## src/rtl/alu_cmd_queue_if.sv

```systemverilog
// Command/issue bundle between a producer, alu_cmd_queue and the downstream ALU.
// issued_cnt_o exists only when ALU_CMD_QUEUE_CNT_EN is defined.
interface alu_cmd_queue_if #(
  parameter int DATA_WIDTH = 8,
  parameter int SEL_WIDTH  = 2,
  parameter int DEPTH      = 4
);
  localparam int ADDR_WIDTH = $clog2(DEPTH);

  logic                  valid_i;
  logic                  ready_o;
  logic [DATA_WIDTH-1:0] data_i_1;
  logic [DATA_WIDTH-1:0] data_i_2;
  logic [SEL_WIDTH-1:0]  sel_i;
  logic                  en_i;
  logic                  flush_i;
  logic                  valid_o;
  logic [DATA_WIDTH-1:0] data_o_1;
  logic [DATA_WIDTH-1:0] data_o_2;
  logic [SEL_WIDTH-1:0]  sel_o;
  logic [ADDR_WIDTH:0]   count_o;
  logic                  full_o;
  logic                  empty_o;
`ifdef ALU_CMD_QUEUE_CNT_EN
  logic [15:0]           issued_cnt_o;
`endif

  modport slave (
    input  valid_i, data_i_1, data_i_2, sel_i, en_i, flush_i,
    output ready_o, valid_o, data_o_1, data_o_2, sel_o, count_o, full_o, empty_o
`ifdef ALU_CMD_QUEUE_CNT_EN
    , output issued_cnt_o
`endif
  );

  modport master (
    output valid_i, data_i_1, data_i_2, sel_i, en_i, flush_i,
    input  ready_o, valid_o, data_o_1, data_o_2, sel_o, count_o, full_o, empty_o
`ifdef ALU_CMD_QUEUE_CNT_EN
    , input issued_cnt_o
`endif
  );
endinterface

```

## src/rtl/alu_cmd_queue.sv

```systemverilog
// DEPTH-entry FIFO of ALU commands with registered issue outputs; no input-to-output bypass.
// Optional issue counter (issued_cnt_o) enabled by defining ALU_CMD_QUEUE_CNT_EN.
module alu_cmd_queue #(
  parameter int DATA_WIDTH = 8,
  parameter int SEL_WIDTH  = 2,
  parameter int DEPTH      = 4
) (
  input  logic          clk,
  input  logic          rst,
  alu_cmd_queue_if.slave q
);
  localparam int ADDR_WIDTH = $clog2(DEPTH);
  localparam int ENTRY_W    = 2 * DATA_WIDTH + SEL_WIDTH;
  localparam logic [ADDR_WIDTH-1:0] PTR_ONE  = ADDR_WIDTH'(1);
  localparam logic [ADDR_WIDTH:0]   CNT_ONE  = (ADDR_WIDTH + 1)'(1);
  localparam logic [ADDR_WIDTH:0]   CNT_FULL = (ADDR_WIDTH + 1)'(DEPTH);

  logic [ENTRY_W-1:0]    mem [DEPTH];
  logic [ADDR_WIDTH-1:0] wr_ptr;
  logic [ADDR_WIDTH-1:0] rd_ptr;
  logic [ADDR_WIDTH:0]   count;
  logic                  full;
  logic                  empty;
  logic                  ready;
  logic                  push;
  logic                  pop;
  logic [ENTRY_W-1:0]    head;

  logic                  vld_p0;
  logic [DATA_WIDTH-1:0] d1_p0;
  logic [DATA_WIDTH-1:0] d2_p0;
  logic [SEL_WIDTH-1:0]  sel_p0;

  assign full  = (count == CNT_FULL);
  assign empty = (count == '0);
  // Flush does not gate ready; a flushed push is simply discarded below.
  assign ready = !full && !rst;
  assign push  = q.valid_i && ready && !q.flush_i;
  assign pop   = q.en_i && !empty && !q.flush_i && !rst;
  assign head  = mem[rd_ptr];

  // Storage: data only, never reset
  always_ff @(posedge clk) begin
    if (push) begin
      mem[wr_ptr] <= {q.data_i_1, q.data_i_2, q.sel_i};
    end
  end

  always_ff @(posedge clk) begin
    if (rst || q.flush_i) begin
      wr_ptr <= '0;
      rd_ptr <= '0;
      count  <= '0;
      vld_p0 <= 1'b0;
    end else begin
      if (push) begin
        wr_ptr <= wr_ptr + PTR_ONE;
      end
      if (pop) begin
        rd_ptr <= rd_ptr + PTR_ONE;
      end
      if (push && !pop) begin
        count <= count + CNT_ONE;
      end else if (pop && !push) begin
        count <= count - CNT_ONE;
      end
      vld_p0 <= pop;
    end
  end

  // Issue stage: operands hold between issues, cleared only by reset
  always_ff @(posedge clk) begin
    if (rst) begin
      d1_p0  <= '0;
      d2_p0  <= '0;
      sel_p0 <= '0;
    end else if (pop) begin
      {d1_p0, d2_p0, sel_p0} <= head;
    end
  end

`ifdef ALU_CMD_QUEUE_CNT_EN
  logic [15:0] issued_cnt;

  always_ff @(posedge clk) begin
    if (rst) begin
      issued_cnt <= '0;
    end else if (pop) begin
      issued_cnt <= issued_cnt + 16'd1;
    end
  end

  assign q.issued_cnt_o = issued_cnt;
`endif

  assign q.ready_o  = ready;
  assign q.valid_o  = vld_p0;
  assign q.data_o_1 = d1_p0;
  assign q.data_o_2 = d2_p0;
  assign q.sel_o    = sel_p0;
  assign q.count_o  = count;
  assign q.full_o   = full;
  assign q.empty_o  = empty;
endmodule
```

## src/flat_wrapper.sv

```systemverilog
// flat-port wrapper written by rule: the top's interface ports become plain ports
module alu_cmd_queue_flat 
#(
  parameter int DATA_WIDTH = 8,
  parameter int SEL_WIDTH  = 2,
  parameter int DEPTH      = 4
)
  (clk, rst, q_valid_i, q_data_i_1, q_data_i_2, q_sel_i, q_en_i, q_flush_i, q_ready_o, q_valid_o, q_data_o_1, q_data_o_2, q_sel_o, q_count_o, q_full_o, q_empty_o);
  alu_cmd_queue_if #(.DATA_WIDTH(DATA_WIDTH), .SEL_WIDTH(SEL_WIDTH), .DEPTH(DEPTH)) q_i ();
  input  logic clk;
  input  logic rst;
  input wire logic [$bits(q_i.valid_i)-1:0] q_valid_i;
  input wire logic [$bits(q_i.data_i_1)-1:0] q_data_i_1;
  input wire logic [$bits(q_i.data_i_2)-1:0] q_data_i_2;
  input wire logic [$bits(q_i.sel_i)-1:0] q_sel_i;
  input wire logic [$bits(q_i.en_i)-1:0] q_en_i;
  input wire logic [$bits(q_i.flush_i)-1:0] q_flush_i;
  output wire logic [$bits(q_i.ready_o)-1:0] q_ready_o;
  output wire logic [$bits(q_i.valid_o)-1:0] q_valid_o;
  output wire logic [$bits(q_i.data_o_1)-1:0] q_data_o_1;
  output wire logic [$bits(q_i.data_o_2)-1:0] q_data_o_2;
  output wire logic [$bits(q_i.sel_o)-1:0] q_sel_o;
  output wire logic [$bits(q_i.count_o)-1:0] q_count_o;
  output wire logic [$bits(q_i.full_o)-1:0] q_full_o;
  output wire logic [$bits(q_i.empty_o)-1:0] q_empty_o;
  assign q_i.valid_i = q_valid_i;
  assign q_i.data_i_1 = q_data_i_1;
  assign q_i.data_i_2 = q_data_i_2;
  assign q_i.sel_i = q_sel_i;
  assign q_i.en_i = q_en_i;
  assign q_i.flush_i = q_flush_i;
  assign q_ready_o = q_i.ready_o;
  assign q_valid_o = q_i.valid_o;
  assign q_data_o_1 = q_i.data_o_1;
  assign q_data_o_2 = q_i.data_o_2;
  assign q_sel_o = q_i.sel_o;
  assign q_count_o = q_i.count_o;
  assign q_full_o = q_i.full_o;
  assign q_empty_o = q_i.empty_o;
  alu_cmd_queue #(.DATA_WIDTH(DATA_WIDTH), .SEL_WIDTH(SEL_WIDTH), .DEPTH(DEPTH)) u_core (.clk(clk), .rst(rst), .q(q_i));
endmodule
```

## config.mk

```make
export PLATFORM = sky130hd
export DESIGN_NAME = alu_cmd_queue_flat
export DESIGN_NICKNAME = d
export VERILOG_FILES = /design/src/rtl/alu_cmd_queue_if.sv /design/src/rtl/alu_cmd_queue.sv /design/src/flat_wrapper.sv
export SDC_FILE = /design/constraint.sdc
export NUM_CORES = 1
export LEC_CHECK = 0
export ABC_AREA = 1
export CORE_MARGIN = 3
export CORE_UTILIZATION = 50
export CTS_CLUSTER_DIAMETER = 150
export DETAILED_ROUTE_END_ITERATION = 16
export PLACE_DENSITY = 0.78
export REMOVE_ABC_BUFFERS = 1
export SLEW_MARGIN = 20
export SYNTH_ARGS = -nofsm -noshare
export SYNTH_HDL_FRONTEND = slang
export SYNTH_SLANG_ARGS = --single-unit
```

## constraint.sdc

```tcl
create_clock -name clk -period 2 [get_ports clk]
set_clock_uncertainty 0.05 [all_clocks]
set_input_delay 0.4 -clock clk [delete_from_list [all_inputs] [get_ports clk]]
set_output_delay 0.4 -clock clk [all_outputs]
set_load 0.005 [all_outputs]
```

==> results by group <==
Yosys
  • Post-synthesis mux area share: 0
  • Largest family of logic cells by synthesized area: simple AND/OR/NAND/NOR gates
  • Avg Cell Area, Syn: 9.06 um2
  • Synth Area in Simple Gates: 0.219
  • Compound-Gate Fraction of Synth Area: 0.00944
  • Synth Area in Adders: 0.0195
  • Post-synthesis register bit count: 98
  • Post-synthesis xor/xnor area fraction: 0
  • Synthesis warning total: 0
  • Syn Inst Count: 468
  • Distinct cells, synth: 20
  • Synth Cell Area: 0.00424 mm2
  • Register area share after synthesis: 0.633

Detailed routing
  • Antenna-violating nets left: 0
  • Residual DRC: 0
  • DRT iter0 DRCs: 122
  • Final wirelength: 8460 um
  • Vias per std cell: 4.72
  • DRT Pass-1 Iters: 4
  • Vias: 3011
  • Wire length per cell: 13.3 um

Clock tree
  • Clk root buf: clkbuf_8
  • CTS tree: built
  • # clock sinks: 98
  • Worst-path clk slew: 0.09 ns
  • CTS Buf Count: 9
  • H-tree depth: 3
  • CTS Buffer Depth: 2
  • Post-CTS Setup Bufs: 0
  • Worst-Skew Late Latency: 0.35 ns
  • Resized Gates After CTS: 4
  • Hold buffer count at CTS: 0

Critical path
  • Type of origin of the critical path: flip-flop
  • Critical Path RT: 1.55 ns
  • Critical Path Fanout Max: 4
  • Worst EP arrival: 1.46 ns
  • Crit path capture type: primary output
  • CP Class: reg -> out

Global routing
  • Number of global-route vias before repair: 3092
  • GR Overflow Total: 0
  • First-pass GRT wire length: 14300 um
  • Initial antenna violation count: 0
  • Largest net degree at the start of global routing: 40
  • Gr usage total: 0.188

Timing
  • Unrepaired setup endpoints after global routing: no
  • Tightest Pin Transition: 0.636 ns
  • Fin. Hold Viols: 0
  • Setup TNS: 0 ns
  • Final number of max-transition violations: 0
  • Setup WS post-layout: 0.0852 ns
  • Worst Hold Slack: 0.460 ns
  • Worst slew margin: 0.573
  • Fmax achieved: 522 MHz
  • Final setup viols: 0
  • Final min period: 1.91 ns
  • Final Cycle Share: 0.957

Power
  • Power Density: 756 mW/mm2
  • Max VDD drop: 426 uV
  • Power, Total: 3.94 mW
  • Lkg Pwr: 2.42 nW

Floorplan
  • Die area: 0.00962 mm2
  • Top Ports: 48
  • Die Y: 98.1 um
  • Core ar.: 0.00797 mm2
  • Die Width: 98.1 um
  • Starting Density: 0.532
  • Core Rows: 32

Flow run
  • Max-cap violations: 0

Place
  • Pre-CTS setup slack: -0.292 ns
  • Placed cells: 622
  • Final GP Congestion: 0.794
  • PortBufs: 47
  • Dpl hpwl: 5460 um

Final layout
  • Layout Cells excl Fill: 638
  • Nets: 560
  • ANT cells: 0
  • Area grow syn2layout: 22.8%
  • Ratio of cells with drive above 1 in the final layout: 0.0933

Hold path
  • Worst Hold Class: in -> reg

Outcome
  • Status: complete, no violations
critical path, cell delays in order, from the launching register on:
cell             delay, ns
dfxtp_1               0.33
inv_1                 0.12
nand3_4               0.11
inv_1                 0.06
clkdlybuf4s50_1       0.49
state kept, by name (all words and copies together), names as in the netlist:
signal             cells
u_core.mem            72
u_core.q.data_o_2      8
u_core.q.sel_o         2
u_core.wr_ptr          2
u_core.q.data_o_1      8
u_core.rd_ptr          2
u_core.q.valid_o       1
u_core.q.count_o       3
final cells by class:
class / count / area [um2]
Fill cell: 625 / 2760
Timing Repair Buffer: 67 / 649
Inverter: 112 / 423
Tap cell: 102 / 128
Clock inverter: 6 / 114
Clock buffer: 10 / 128
Sequential cell: 98 / 2680
Multi-Input combinational cell: 243 / 1080
logic make-up (layout without fill, tap and decap cells):
family,count (synthesis),count (layout)
AOI/OAI and AO/OA,8,8
buffers and inverters,127,195
and+or+nand+nor,229,229
DFF,98,98
adders and majority gates,6,6
metrics by stage:
stage | utilization | instance area, um2
after floorplan | - | 4160
after global placement | 0.620 | 4940
after detailed placement | 0.620 | 4940
after CTS | 0.652 | 5190
after global routing | 0.653 | 5210
final | 0.653 | 5210
per-layer routing:
metal,up-vias,wire length [um],GRT usage
met3,11,314,0.0279
met1,1405,3490,0.224
met4,0,134,0.0682
li1,1538,-,-
met2,57,4520,0.344
met5,-,0,0
report_power, final:
part	switching [mW]	total, mW	internal, mW
registers	0.0104	2.21	2.20
logic	0.104	0.202	0.0986
clock network	0.686	1.52	0.836
synthesized netlist by cell type:
cell type | count | area, um2
clkbuf_1 | 5 | 18.8
nor2_4 | 1 | 11.3
nand3_1 | 41 | 205
inv_1 | 109 | 409
a21oi_1 | 4 | 20.0
clkinv_1 | 1 | 3.75
inv_4 | 1 | 6.26
fa_1 | 1 | 20.0
buf_2 | 7 | 35.0
o21ai_0 | 4 | 20.0
buf_6 | 2 | 22.5
nand2_1 | 136 | 510
dfxtp_1 | 26 | 521
nand2_2 | 1 | 6.26
nand2_4 | 1 | 11.3
buf_4 | 1 | 7.51
nor2_1 | 49 | 184
ha_1 | 5 | 62.6
edfxtp_1 | 72 | 2160
inv_2 | 1 | 3.75
placed cells by master, fill, tap and decap left out, drive strengths merged, types with 5 or more instances in the layout:
master	n
nor2	50
clkdlybuf4s50	44
ha	5
nand2	138
inv	112
clkbuf	10
dfxtp	26
edfxtp	72
buf	20
nand3	41
final timing paths:
check	from	to	slack, ns	cells after the start
worst max-delay path	u_core.q.count_o[0]	q_empty_o	0.09	4
worst min-delay path	rst	u_core.rd_ptr[1]	0.46	5
worst max register to register	u_core.q.count_o[1]	u_core.q.count_o[2]	0.13	12
worst min register to register	u_core.q.data_o_1[2]	u_core.q.data_o_1[2]	0.46	4
(Power assumes the default switching activity.)
